--- config.mk ---
export PLATFORM = sky130hd
export DESIGN_NAME = unary_decode
export DESIGN_NICKNAME = d
export VERILOG_FILES = /design/src/rtl/unary_pkg.sv /design/src/rtl/thermo2bin.sv /design/src/rtl/unary_decode.sv
export SDC_FILE = /design/constraint.sdc
export NUM_CORES = 1
export LEC_CHECK = 0
export CAP_MARGIN = 0
export CORE_MARGIN = 3
export CORE_UTILIZATION = 61
export CTS_BUF_LIST = sky130_fd_sc_hd__clkbuf_8
export DETAILED_ROUTE_END_ITERATION = 16
export PLACE_DENSITY = 0.84
export SKIP_CTS_REPAIR_TIMING = 1
export SLEW_MARGIN = 15
export SYNTH_ARGS = -nofsm -noshare
export SYNTH_HDL_FRONTEND = slang
export SYNTH_SLANG_ARGS = --single-unit
--- constraint.sdc ---
create_clock -name clk -period 3.35 [get_ports clk]
set_input_delay 0.67 -clock clk [delete_from_list [all_inputs] [get_ports clk]]
set_output_delay 0.67 -clock clk [all_outputs]
set_load 0.05 [all_outputs]
--- src/rtl/unary_pkg.sv ---
// Shared helpers and result layout for the thermometer decode path.
package unary_pkg;

    localparam int W_ACC_DEF = 16;

    function automatic int w_unary(input int w_data);
        return 2 ** (w_data - 1);
    endfunction

    // Default-width result layout; parameterised modules build their own of width W_ACC.
    typedef struct packed {
        logic                 err;
        logic                 ovf;
        logic [W_ACC_DEF-1:0] sum;
    } unary_res_t;

endpackage

--- src/rtl/thermo2bin.sv ---
// Combinational thermometer decoder: counts the run of 1s from bit 0 and
// flags any 1 found above the first 0.
module thermo2bin
    import unary_pkg::*;
#(
    parameter int W_DATA = 6,
    localparam int W_UNARY = w_unary(W_DATA)
) (
    input  logic [W_UNARY-1:0] thermo,
    output logic [W_DATA-1:0]  cnt,
    output logic               bad
);

    logic run;

    always_comb begin
        cnt = '0;
        bad = 1'b0;
        run = 1'b1;
        for (int unsigned i = 0; i < W_UNARY; i++) begin
            if (thermo[i]) begin
                if (run) cnt = cnt + 1'b1;
                else     bad = 1'b1;
            end else begin
                run = 1'b0;
            end
        end
    end

endmodule

--- src/rtl/unary_decode.sv ---
// Accumulates thermometer beat counts per eot-delimited transaction and emits
// {err, ovf, sum}. Define UNARY_DECODE_SATURATE_EN to clamp the sum instead of wrapping.
module unary_decode
    import unary_pkg::*;
#(
    parameter int W_DATA = 6,
    parameter int W_ACC  = 16,
    localparam int W_UNARY = w_unary(W_DATA)
) (
    input  logic               clk,
    input  logic               rst,
    input  logic               din_valid,
    output logic               din_ready,
    input  logic [W_UNARY:0]   din_data,
    output logic               dout_valid,
    input  logic               dout_ready,
    output logic [W_ACC+1:0]   dout_data
);

    typedef struct packed {
        logic             err;
        logic             ovf;
        logic [W_ACC-1:0] sum;
    } res_t;

    logic [W_DATA-1:0] cnt;
    logic              bad;
    logic              eot;
    logic              accept;
    logic [W_ACC-1:0]  acc;
    logic              err_acc;
    logic              ovf_acc;
    logic [W_ACC:0]    sum_ext;
    logic              carry;
    logic [W_ACC-1:0]  sum_next;
    res_t              result;

    thermo2bin #(.W_DATA(W_DATA)) u_thermo2bin (
        .thermo (din_data[W_UNARY-1:0]),
        .cnt    (cnt),
        .bad    (bad)
    );

    assign eot       = din_data[W_UNARY];
    assign din_ready = !dout_valid || dout_ready;
    assign accept    = din_valid && din_ready;

    always_comb begin
        sum_ext = {1'b0, acc} + {{(W_ACC + 1 - W_DATA){1'b0}}, cnt};
        carry   = sum_ext[W_ACC];
`ifdef UNARY_DECODE_SATURATE_EN
        sum_next = carry ? '1 : sum_ext[W_ACC-1:0];
`else
        sum_next = sum_ext[W_ACC-1:0];
`endif
        result.err = err_acc | bad;
        result.ovf = ovf_acc | carry;
        result.sum = sum_next;
    end

    always_ff @(posedge clk or posedge rst) begin
        if (rst) begin
            acc        <= '0;
            err_acc    <= 1'b0;
            ovf_acc    <= 1'b0;
            dout_valid <= 1'b0;
            dout_data  <= '0;
        end else begin
            if (accept && eot) begin
                // A new result may replace one being consumed this cycle: no bubble.
                dout_data  <= result;
                dout_valid <= 1'b1;
                acc        <= '0;
                err_acc    <= 1'b0;
                ovf_acc    <= 1'b0;
            end else begin
                if (accept) begin
                    acc     <= sum_next;
                    err_acc <= result.err;
                    ovf_acc <= result.ovf;
                end
                if (dout_valid && dout_ready) dout_valid <= 1'b0;
            end
        end
    end

endmodule

==> results of run 1 <==
## metrics by stage
stage / util, % / hold WS [ns] / TNS (ns) / worst slack, ns
after floorplan: - / 0.453 / -306.31 / -10.23
after global placement: 93.2 / 0.466 / -334.29 / -10.83
after detailed placement: 93.2 / 0.479 / -373.44 / -12.11
after CTS: 94.0 / 0.508 / -377.81 / -12.28
## logic make-up after synthesis
| family | synth area share, % |
|---|---|
| and+or+nand+nor | 30.0 |
| AOI/OAI and AO/OA | 22.9 |
| xor gates and xnor gates | 14.4 |
| buffers and inverters | 4.15 |
| adders and majority gates | 7.92 |
| DFF | 15.7 |
| muxes | 4.95 |
==> impl_metrics.tcl, run 1 <==
set metrics [dict create \
    firstError "[ERROR DPL-0038] Utilization greater than 100%, impossible to legalize" \
    crit_endpoint "ovf_acc$_DFFE_PP0P_/D" \
    post-dp-hpwl_mm 19.7 \
    synth_cell_types 73 \
    rows 35 \
    synth_edf_count 0 \
    ios 57 \
    cts_sinks 37 \
    die_h_um 104 \
    synth_top_area_share_pct 15.7 \
    place_inst 1234 \
    syn_inst 823 \
    status "stopped before the end" \
    yosys_register_bits 37 \
    gp_congestion 0.964 \
    placed_area_mm2 0.00869 \
    synth-seq-area-share_pct 15.7 \
    io_buffers 56 \
    netlist_area_mm2 0.00591 \
    avgSynthCellArea_um2 7.18 \
    synth_nets 896 \
    clockBufferDepth 2 \
    yosys.area.top_type "dfrtp_1" \
    post-synth-top-count-cell "nand2_1" \
    start_util_pct 63.4 \
    grt_max_degree 24 \
    synthFlopType "dfrtp_1" \
    netlist_top_cells_count "nand2_1 (115), o21ai_0 (76), nor2_1 (70)" \
    haltStage "5_1_grt" \
    cts-root-buf "clkbuf_8" \
    die_w_um 104 \
    async_flop_share_pct 100 \
    netlist_top_cells_area "dfrtp_1 (16%), ha_1 (7.4%), nand2_1 (7.3%)" \
    cts_buffers 5 \
    endpoint_type "sequential cell input" \
    cts_max_level 2 \
    yosys_warnings 0 \
]
==> run 2, diff against run 1 <==
--- a/config.mk
+++ b/config.mk
@@ -7,10 +7,9 @@
 export LEC_CHECK = 0
 export CAP_MARGIN = 0
 export CORE_MARGIN = 3
-export CORE_UTILIZATION = 61
-export CTS_BUF_LIST = sky130_fd_sc_hd__clkbuf_8
+export CORE_UTILIZATION = 40
 export DETAILED_ROUTE_END_ITERATION = 16
-export PLACE_DENSITY = 0.84
+export PLACE_DENSITY_LB_ADDON = 0.15
 export SKIP_CTS_REPAIR_TIMING = 1
 export SLEW_MARGIN = 15
 export SYNTH_ARGS = -nofsm -noshare
==> run 2 against run 1 <==
The flow now finishes, with violations (negative setup slack); synthesized cell count unchanged; synthesized area unchanged.
==> impl_metrics.tcl, run 2 <==
set metrics [dict create \
    multiInputGateArea_mm2 0.00556 \
    grt_pass1_vias 6895 \
    netlist_top_cells_count "nand2_1 (115), o21ai_0 (76), nor2_1 (70)" \
    timing.hold.ws_ns 0.493 \
    synth_edf_count 0 \
    crit_slowest_cell "or3_1" \
    layout_commonest_cell "buf_4" \
    clockBufferDepth 2 \
    synth_top_area_share_pct 15.7 \
    largest_reg_flops 18 \
    final_cell_mix "buf_4 (301), nand2_1 (108), nor2_1 (57)" \
    timing.final.ws_setup_ns -10.69 \
    pwr-share-seq_pct 26.5 \
    place_inst 1296 \
    drc 0 \
    synth-simple-area-share_pct 30.0 \
    io_buffers 56 \
    wirelength_mm 20.5 \
    synthMuxAreaShare_pct 4.95 \
    gp_congestion 0.908 \
    ant_nets 0 \
    seqCellArea_um2 926 \
    track_usage_pct 22.6 \
    finalPower_mw 1.84 \
    startpoint_type "primary input" \
    fin_crit_ns 14.04 \
    violations "negative setup slack" \
    status "finished, violations left" \
    top_regs "dout_data: 18 flops, acc: 16 flops" \
    critical_path_buf_inv_count 3 \
    vias_per_cell 5.47 \
    drt_iter0_markers 406 \
    insertion_delay_ns 0.28 \
    ios 57 \
    slowest_delay_ns 0.38 \
    worstSetupEndpointType "flop" \
    fin_worst_skew_ns 0.00380 \
    rsz0062_at_grt "true" \
    async_flop_share_pct 100 \
    tritoncts "done" \
    synth_compound_area_share_pct 22.9 \
    worstMarginPinSlew_ns 0.741 \
    netlist_area_mm2 0.00591 \
    die_h_um 128 \
    overflow 0 \
    cp.arrival_ns 14.20 \
    synth_top_family_by_area "simple AND/OR/NAND/NOR gates" \
    grt_pass1_wl_mm 31.8 \
    synth-seq-area-share_pct 15.7 \
    setup_violations 36 \
    clkTransAtPathRegs_ns 0.05 \
    netlist_top_cells_area "dfrtp_1 (16%), ha_1 (7.4%), nand2_1 (7.3%)" \
    slew_violations 0 \
    p_per_area_mw_per_mm2 185 \
    registers.top_by_ff_count "dout_data" \
    instances_no_fill 1346 \
    syn_inst 823 \
    nets 1239 \
    maxCapViolCount 0 \
    layout-drive-gt1-share_pct 42.5 \
    yosys.area.top_type "dfrtp_1" \
    crit_required_ns 3.51 \
    cts_buffers 5 \
    avgSynthCellArea_um2 7.18 \
    clockPowerShare_pct 25.0 \
    slew_headroom_pct 50.5 \
    coreArea_mm2 0.0141 \
    leakagePower_nw 4.43 \
    max-vdd-ir-drop_v 0.000263 \
    antenna_cells 0 \
    comb_power_share_pct 48.6 \
    worstPathMaxFanout 3 \
    cts-root-buf "clkbuf_16" \
    cts_sinks 37 \
    synth_nets 896 \
    synthFlopType "dfrtp_1" \
    cts_max_level 2 \
    dr.pass1.iters 5 \
    num_vias 7363 \
    synth_cell_types 73 \
    crit_type "in -> reg" \
    dieArea_mm2 0.0163 \
    tns_ns -326.62 \
    die_w_um 128 \
    yosys_warnings 0 \
    crit_path_frequent_cell "a21oi_2" \
    post-route-period-util_pct 419 \
    fill_cells 1093 \
    post-synth-top-count-cell "nand2_1" \
    wl_per_cell_um 15.2 \
    power_switching_mw 0.642 \
    start_util_pct 41.8 \
    rows 43 \
    syn2layout_area_growth_pct 68.7 \
    yosys_register_bits 37 \
    post-dp-hpwl_mm 15.3 \
    synth_fa_ha_area_share_pct 7.92 \
    hold_class "reg -> reg" \
    crit_family "compound AO/OA/AOI/OAI gates" \
    hold_viol_final 0 \
    grt_antenna_before_repair 0 \
    sw_frac_of_total_pct 34.8 \
    grt_max_degree 20 \
    fmax_ghz 0.0712 \
    synth_xor_xnor_area_share_pct 14.4 \
    internal_power_mw 1.20 \
]
==> run 2: cell counts after synthesis <==
No cell type changed its count.
==> run 2: power by group through the flow <==
| stage | Combinational (mW) | Clock [mW] | Sequential [mW] |
|---|---|---|---|
| 6_report | 0.896 | 0.461 | 0.488 |
| 5_1_grt | 0.968 | 0.480 | 0.490 |
| 4_1_cts | 0.767 | 0.463 | 0.487 |
| 3_5_place_dp | 0.761 | 0 | 0.494 |
| 3_3_place_gp | 0.745 | 0 | 0.492 |
| 2_1_floorplan | 0.345 | 0 | 0.548 |
==> run 2: kinds of logic after synthesis <==
group | count (synthesis)
simple gates | 359
mux | 28
xor+xnor | 81
fa+ha+maj | 37
buf+inv | 64
compound gates | 217
flops | 37
==> run 2: metal layers <==
| metal | GRT usage, % | vias to the layer above | share of wire (%) |
|---|---|---|---|
| met1 | 32.7 | 3504 | 47 |
| met3 | 1.92 | 27 | 3.8 |
| met4 | 3.12 | 0 | 1.3 |
| met2 | 37.6 | 162 | 48 |
| li1 | - | 3670 | - |
| met5 | 0 | - | 0 |
==> run 2: stage by stage <==
stage	utilization, %	cell area [µm²]	worst slack (ns)
2_1_floorplan	-	6140	-10.23
3_3_place_gp	62.5	8840	-11.01
3_5_place_dp	62.5	8840	-11.43
4_1_cts	63.5	8980	-11.27
5_1_grt	70.5	9970	-11.47
6_report	70.5	9970	-10.69
==> run 2: final cells by class <==
| cell class | instances | share of cell area (%) |
|---|---|---|
| Timing Repair Buffer | 374 | 30.3 |
| Tap cell | 180 | 2.26 |
| Multi-Input combinational cell | 722 | 55.8 |
| Inverter | 26 | 0.978 |
| Clock buffer | 7 | 1.43 |
| Sequential cell | 37 | 9.28 |
==> run 2: worst paths after layout <==
kind                       cells past startpoint                startpoint                         to  slack (ns)
setup / recovery                              84               din_data[3]        acc[15]$_DFFE_PP0P_      -10.69
hold / removal                                 2  dout_data[7]$_DFFE_PP0P_   dout_data[7]$_DFFE_PP0P_        0.49
setup reg to reg                              15        acc[0]$_DFFE_PP0P_        ovf_acc$_DFFE_PP0P_        0.49
hold reg to reg                                2  dout_data[7]$_DFFE_PP0P_   dout_data[7]$_DFFE_PP0P_        0.49
max in group asynchronous                      3                       rst  dout_data[10]$_DFFE_PP0P_        1.80
min in group asynchronous                      2                       rst   dout_data[1]$_DFFE_PP0P_        0.82
==> run 2: tightest hold or removal path, delay by kind of cell (launching register included) <==
kind               cells  cell delay [ns]
DFF                    1             0.35
AOI/OAI and AO/OA      1             0.06
and+or+nand+nor        1             0.05
Note: power is estimated with default switching activity, not from simulation.
